**config.mk**
```make
export PLATFORM = sky130hd
export DESIGN_NAME = dma_copy_engine
export DESIGN_NICKNAME = d
export VERILOG_FILES = /design/src/rtl/dma_copy_engine.sv
export SDC_FILE = /design/constraint.sdc
export NUM_CORES = 1
export LEC_CHECK = 0
export ABC_AREA = 1
export ABC_CLOCK_PERIOD_IN_PS = 5200
export BUFFER_PORTS_ARGS = -buffer_cell sky130_fd_sc_hd__buf_4
export CAP_MARGIN = 10
export CORE_MARGIN = 5
export CORE_UTILIZATION = 59
export CTS_CLUSTER_SIZE = 24
export DETAILED_ROUTE_END_ITERATION = 8
export PLACE_DENSITY = 0.86
export SLEW_MARGIN = 10
export SYNTH_ARGS = -nofsm -noshare
export SYNTH_HDL_FRONTEND = slang
export SYNTH_SLANG_ARGS = --single-unit
```
**constraint.sdc**
```tcl
create_clock -name clock -period 5.2 [get_ports clock]
set_input_delay 1.04 -clock clock [delete_from_list [all_inputs] [get_ports clock]]
set_output_delay 1.04 -clock clock [all_outputs]
set_load 0.02 [all_outputs]
```
**src/rtl/dma_copy_engine.sv**
```systemverilog
// dma_copy_engine: copies a block of 32-bit words from src to dst over the shared memory/IO bus.
// Optional IO-space guard is built in when DMA_IO_GUARD_EN is defined.
module dma_copy_engine #(
  parameter int unsigned COUNT_W  = 8,
  parameter int unsigned READ_LAT = 1
) (
  input  logic               clock,
  input  logic               clr,
  input  logic               start,
  input  logic [31:0]        src_addr,
  input  logic [31:0]        dst_addr,
  input  logic [COUNT_W-1:0] word_count,
  input  logic               bus_grant,
  input  logic [31:0]        mem_rdata,
  output logic [31:0]        mem_addr,
  output logic [31:0]        mem_wdata,
  output logic               mem_we,
  output logic               busy,
  output logic               done,
  output logic               err
);
  localparam int unsigned LatW = $clog2(READ_LAT + 1);

`ifdef DMA_IO_GUARD_EN
  localparam bit IoGuard = 1'b1;
`else
  localparam bit IoGuard = 1'b0;
`endif

  typedef enum logic [1:0] {StIdle, StRd, StWr, StDone} state_e;

  state_e             state_q, state_d;
  logic [31:0]        src_q, src_d, dst_q, dst_d, data_q, data_d, addr_q;
  logic [COUNT_W-1:0] rem_q, rem_d;
  logic [LatW-1:0]    lat_q, lat_d;
  logic               err_q, err_d;

  assign mem_wdata = data_q;
  assign err       = err_q;

  always_comb begin
    state_d  = state_q;
    src_d    = src_q;
    dst_d    = dst_q;
    rem_d    = rem_q;
    lat_d    = lat_q;
    data_d   = data_q;
    err_d    = err_q;
    mem_addr = addr_q;
    mem_we   = 1'b0;
    busy     = 1'b0;
    done     = 1'b0;

    unique case (state_q)
      StIdle, StDone: begin
        done = (state_q == StDone);
        if (state_q == StDone) state_d = StIdle;
        if (start) begin
          src_d = src_addr & ~32'd3;
          dst_d = dst_addr & ~32'd3;
          rem_d = word_count;
          lat_d = '0;
          err_d = 1'b0;
          if (IoGuard && (word_count != '0) && src_addr[7]) begin
            err_d   = 1'b1;
            state_d = StDone;
          end else begin
            state_d = StRd;
          end
        end
      end

      StRd: begin
        busy = 1'b1;
        // A zero-length transfer passes through RD for one busy cycle without touching the bus.
        if (rem_q == '0) begin
          state_d = StDone;
        end else if (bus_grant) begin
          mem_addr = src_q;
          if (lat_q == LatW'(READ_LAT - 1)) begin
            data_d = mem_rdata;
            lat_d  = '0;
            if (IoGuard && dst_q[7]) begin
              err_d   = 1'b1;
              state_d = StDone;
            end else begin
              state_d = StWr;
            end
          end else begin
            lat_d = lat_q + 1'b1;
          end
        end else begin
          lat_d = '0;
        end
      end

      StWr: begin
        busy = 1'b1;
        if (bus_grant) begin
          mem_addr = dst_q;
          mem_we   = 1'b1;
          src_d    = src_q + 32'd4;
          dst_d    = dst_q + 32'd4;
          rem_d    = rem_q - 1'b1;
          if (rem_q == COUNT_W'(1)) begin
            state_d = StDone;
          end else if (IoGuard && src_d[7]) begin
            err_d   = 1'b1;
            state_d = StDone;
          end else begin
            state_d = StRd;
          end
        end
      end

      default: state_d = StIdle;
    endcase
  end

  always_ff @(posedge clock) begin
    if (clr) begin
      state_q <= StIdle;
      src_q   <= '0;
      dst_q   <= '0;
      rem_q   <= '0;
      lat_q   <= '0;
      data_q  <= '0;
      err_q   <= 1'b0;
      addr_q  <= '0;
    end else begin
      state_q <= state_d;
      src_q   <= src_d;
      dst_q   <= dst_d;
      rem_q   <= rem_d;
      lat_q   <= lat_d;
      data_q  <= data_d;
      err_q   <= err_d;
      addr_q  <= mem_addr;
    end
  end

endmodule
```
==> run metrics <==
outcome=complete, no violations; clk buf depth=2; Synth warnings=0; syn nets=1390; period utilization=79.52%; ranking of synthesized cells by area=dfxtp_1 35%, nand2_1 23%, nor2_1 10%, a21oi_1 6.5%, o21ai_0 6.5%; slowest cell on the critical path=nand4_2; global-route wire length before repair=36780 um; DR pass1 iterations=6; total routed wirelength=22790 um; Remaining Overflow, GRT=0; layout cells sized above 1=15.85%; post_cts resized=0; worst setup margin=1.065 ns; crit path capture type=primary output; CTS tree=built; WL/cell=14.32 um; post-DP HPWL=15960 um; cell mode on critical path=nand2_1; Met2 Wirelength=10720 um; Site Rows=41; design area=9485 um2; met3 WL=2012 um; Setup Crit Path Kind=reg2out; peak supply drop=0.2852 mV; post-CTS setup buffers=0; Synth area leader=dfxtp_1; # IOs=176; CP Data Arrival Time=3.09 ns; Syn Std Cell Area=7675 um2; Yosys top cell area share=34.95%; Worst setup endpoint=mem_addr[30]; Initial Utilization=60.57%; largest net degree at the start of global routing=74; clk sinks=134; DR top layer=met4; crit path launch=state_q[0]; DR vias=8528; Reg clk slew, reported paths=0.06 ns; register area=2683 um2; fill count=1088; RSZ-0062 raised after global routing=false; P per Cell Area=317.5 nW/um2; Reg2Reg Launch Point=state_q[0]; register bit total from synthesis=134; Avg Cell Area, Syn=6.019 um2; synthesized instance count=1275; CP max stage delay=0.83 ns; placed cell area=8872 um2; met1 WL=9518 um; Inserted Clock Buffers=17; worst hold-check path type=reg2reg; Layout Nets=1522; R2R cell count=12; Peak Freq=0.2418 GHz; htree depth=4; vias in the first global route=7727; worst rel slew slack=28.40%; Final TNS setup=0 ns; final setup violation count=0; Slew Limit Fails=0; Buffers on Ports=170; Core Region=12670 um2; CTS root buf=clkbuf_16; CP max FO=33; crit path launch type=flip-flop; Yosys cell types=29; sequential share of the synthesized area=34.95%; drc violations=0; worst skew pair latency=0.42 ns; antenna violations before repair=0; Final GP Congestion=0.9991; area of the multi-input gates=4375 um2; CTS Hold Buffers Added=0; DR vias/cell=5.357; Tot GR Track Use=30.17%; total die area=15390 um2; R2R Setup Slk=1.89 ns; Least-Margin Pin Slew=1.073 ns; die width=124.1 um; reg2reg end=dst_q[19]; iteration-0 DRC count of the detailed router=1013; Area Growth Syn to Fin=23.59%; Hold Fails Final Rpt=0; n_diodes=0; ANT nets after route=0; maxcap violations=0; crit path cell chain=inv_1, ha_2, inv_2, nand4_2, nand2_1, nand2_1, buf_4; DIE HEIGHT=124.1 um; Pleak=4.098 nW; clk_skew=0.008408 ns; Critical Path RT=4.16 ns; DP Worst Slack=1.448 ns; min cycle time layout=4.135 ns
metal layers:
metal  global-route usage [%]  vias to the layer above
met3                    8.356                       48
met5                        0                        -
met1                    37.88                     3815
met2                    49.43                      346
met4                    11.36                        0
li1                         -                     4319
cells in the final DEF (no fill, tap or decap):
cell,instances
clkbuf_1,4
nand4_2,1
a221oi_1,2
ha_2,1
a21oi_2,1
inv_1,68
nor2_2,5
nand2_1,475
o31ai_1,14
and2_1,3
clkinv_2,1
inv_2,4
a21oi_1,100
o21ai_0,99
nor3_1,5
clkinvlp_4,3
nor2_8,2
xnor2_1,1
a211oi_1,2
clkbuf_16,17
buf_4,177
nor2_1,212
conb_1,1
a211oi_2,1
bufinv_16,3
ha_1,6
nor2_4,5
o211ai_1,2
dfxtp_1,134
o21ai_1,5
clkbuf_8,4
a31oi_1,4
nand3_1,58
cells in the mapped netlist:
cell type  instances
nor2_8             2
inv_1             68
o21ai_1            5
clkbuf_1          31
inv_2              4
ha_1               7
o21ai_0           99
dfxtp_1          134
buf_4              7
a21oi_1          100
a211oi_2           1
nor2_1           212
a21oi_2            1
buf_6              8
o31ai_1           14
and2_1             3
conb_1             1
nand2_1          475
a211oi_1           2
a31oi_1            4
o211ai_1           2
nor2_2             5
xnor2_1            1
nand3_1           58
nand4_2            1
buf_2             18
nor2_4             5
nor3_1             5
a221oi_1           2
area by class of cell:
cell class | count | share of cell area [%]
Sequential cell | 134 | 28.28
Tap cell | 172 | 2.269
Multi-Input combinational cell | 1005 | 46.13
Timing Repair Buffer | 177 | 14.01
Clock buffer | 25 | 5.224
Inverter | 72 | 2.849
Clock inverter | 7 | 1.240
state kept, by name, summed over array words and instances (netlist names):
| name | count |
|---|---|
| state_q | 2 |
| rem_q | 8 |
| addr_q | 32 |
| mem_wdata | 32 |
| src_q | 30 |
| dst_q | 30 |
critical path, delay by kind of cell, from the launching register on:
kind          cells  cell delay [ns]
fa+ha+maj         1             0.32
buf+inv           3             0.68
flops             1             0.38
simple gates      3             1.26
through the flow:
stage	hold WS (ns)	utilization [%]	cells	power [W]
global route	0.4612	74.86	1592	0.003147
detailed placement	0.4384	70.02	1560	0.001773
CTS	0.4483	74.86	1592	0.003019
floorplan	0.4246	-	1275	0.001596
finish	0.4478	74.86	1592	0.003012
global placement	0.4328	70.02	1560	0.001759
power breakdown:
group,switching [W],total (W),internal (W)
clock,0.000442,0.00125,0.000804
combinational,0.000353,0.000559,0.000205
sequential,0.0000921,0.00121,0.00112
total,0.000887,0.00301,0.00212
worst min path at each step:
stage              start   endpoint  slack, ns  cells after the start
2_1_floorplan  addr_q[0]  addr_q[0]       0.42                      2
3_3_place_gp   addr_q[1]  addr_q[1]       0.43                      2
3_5_place_dp   addr_q[1]  addr_q[1]       0.44                      2
4_1_cts        addr_q[1]  addr_q[1]       0.45                      2
5_1_grt        addr_q[1]  addr_q[1]       0.46                      2
6_report       addr_q[1]  addr_q[1]       0.45                      2
kinds of logic after synthesis:
logic type	after synthesis	share of synthesized area, %
adder cells (fa/ha/maj)	7	1.141
XOR/XNOR	1	0.1141
flip-flops	134	34.95
AND/OR/NAND/NOR	766	39.78
AO/OA/AOI/OAI	230	15.89
buffers and inverters	136	8.070
other	1	0.04886
Power figures use the tool's default switching activity.
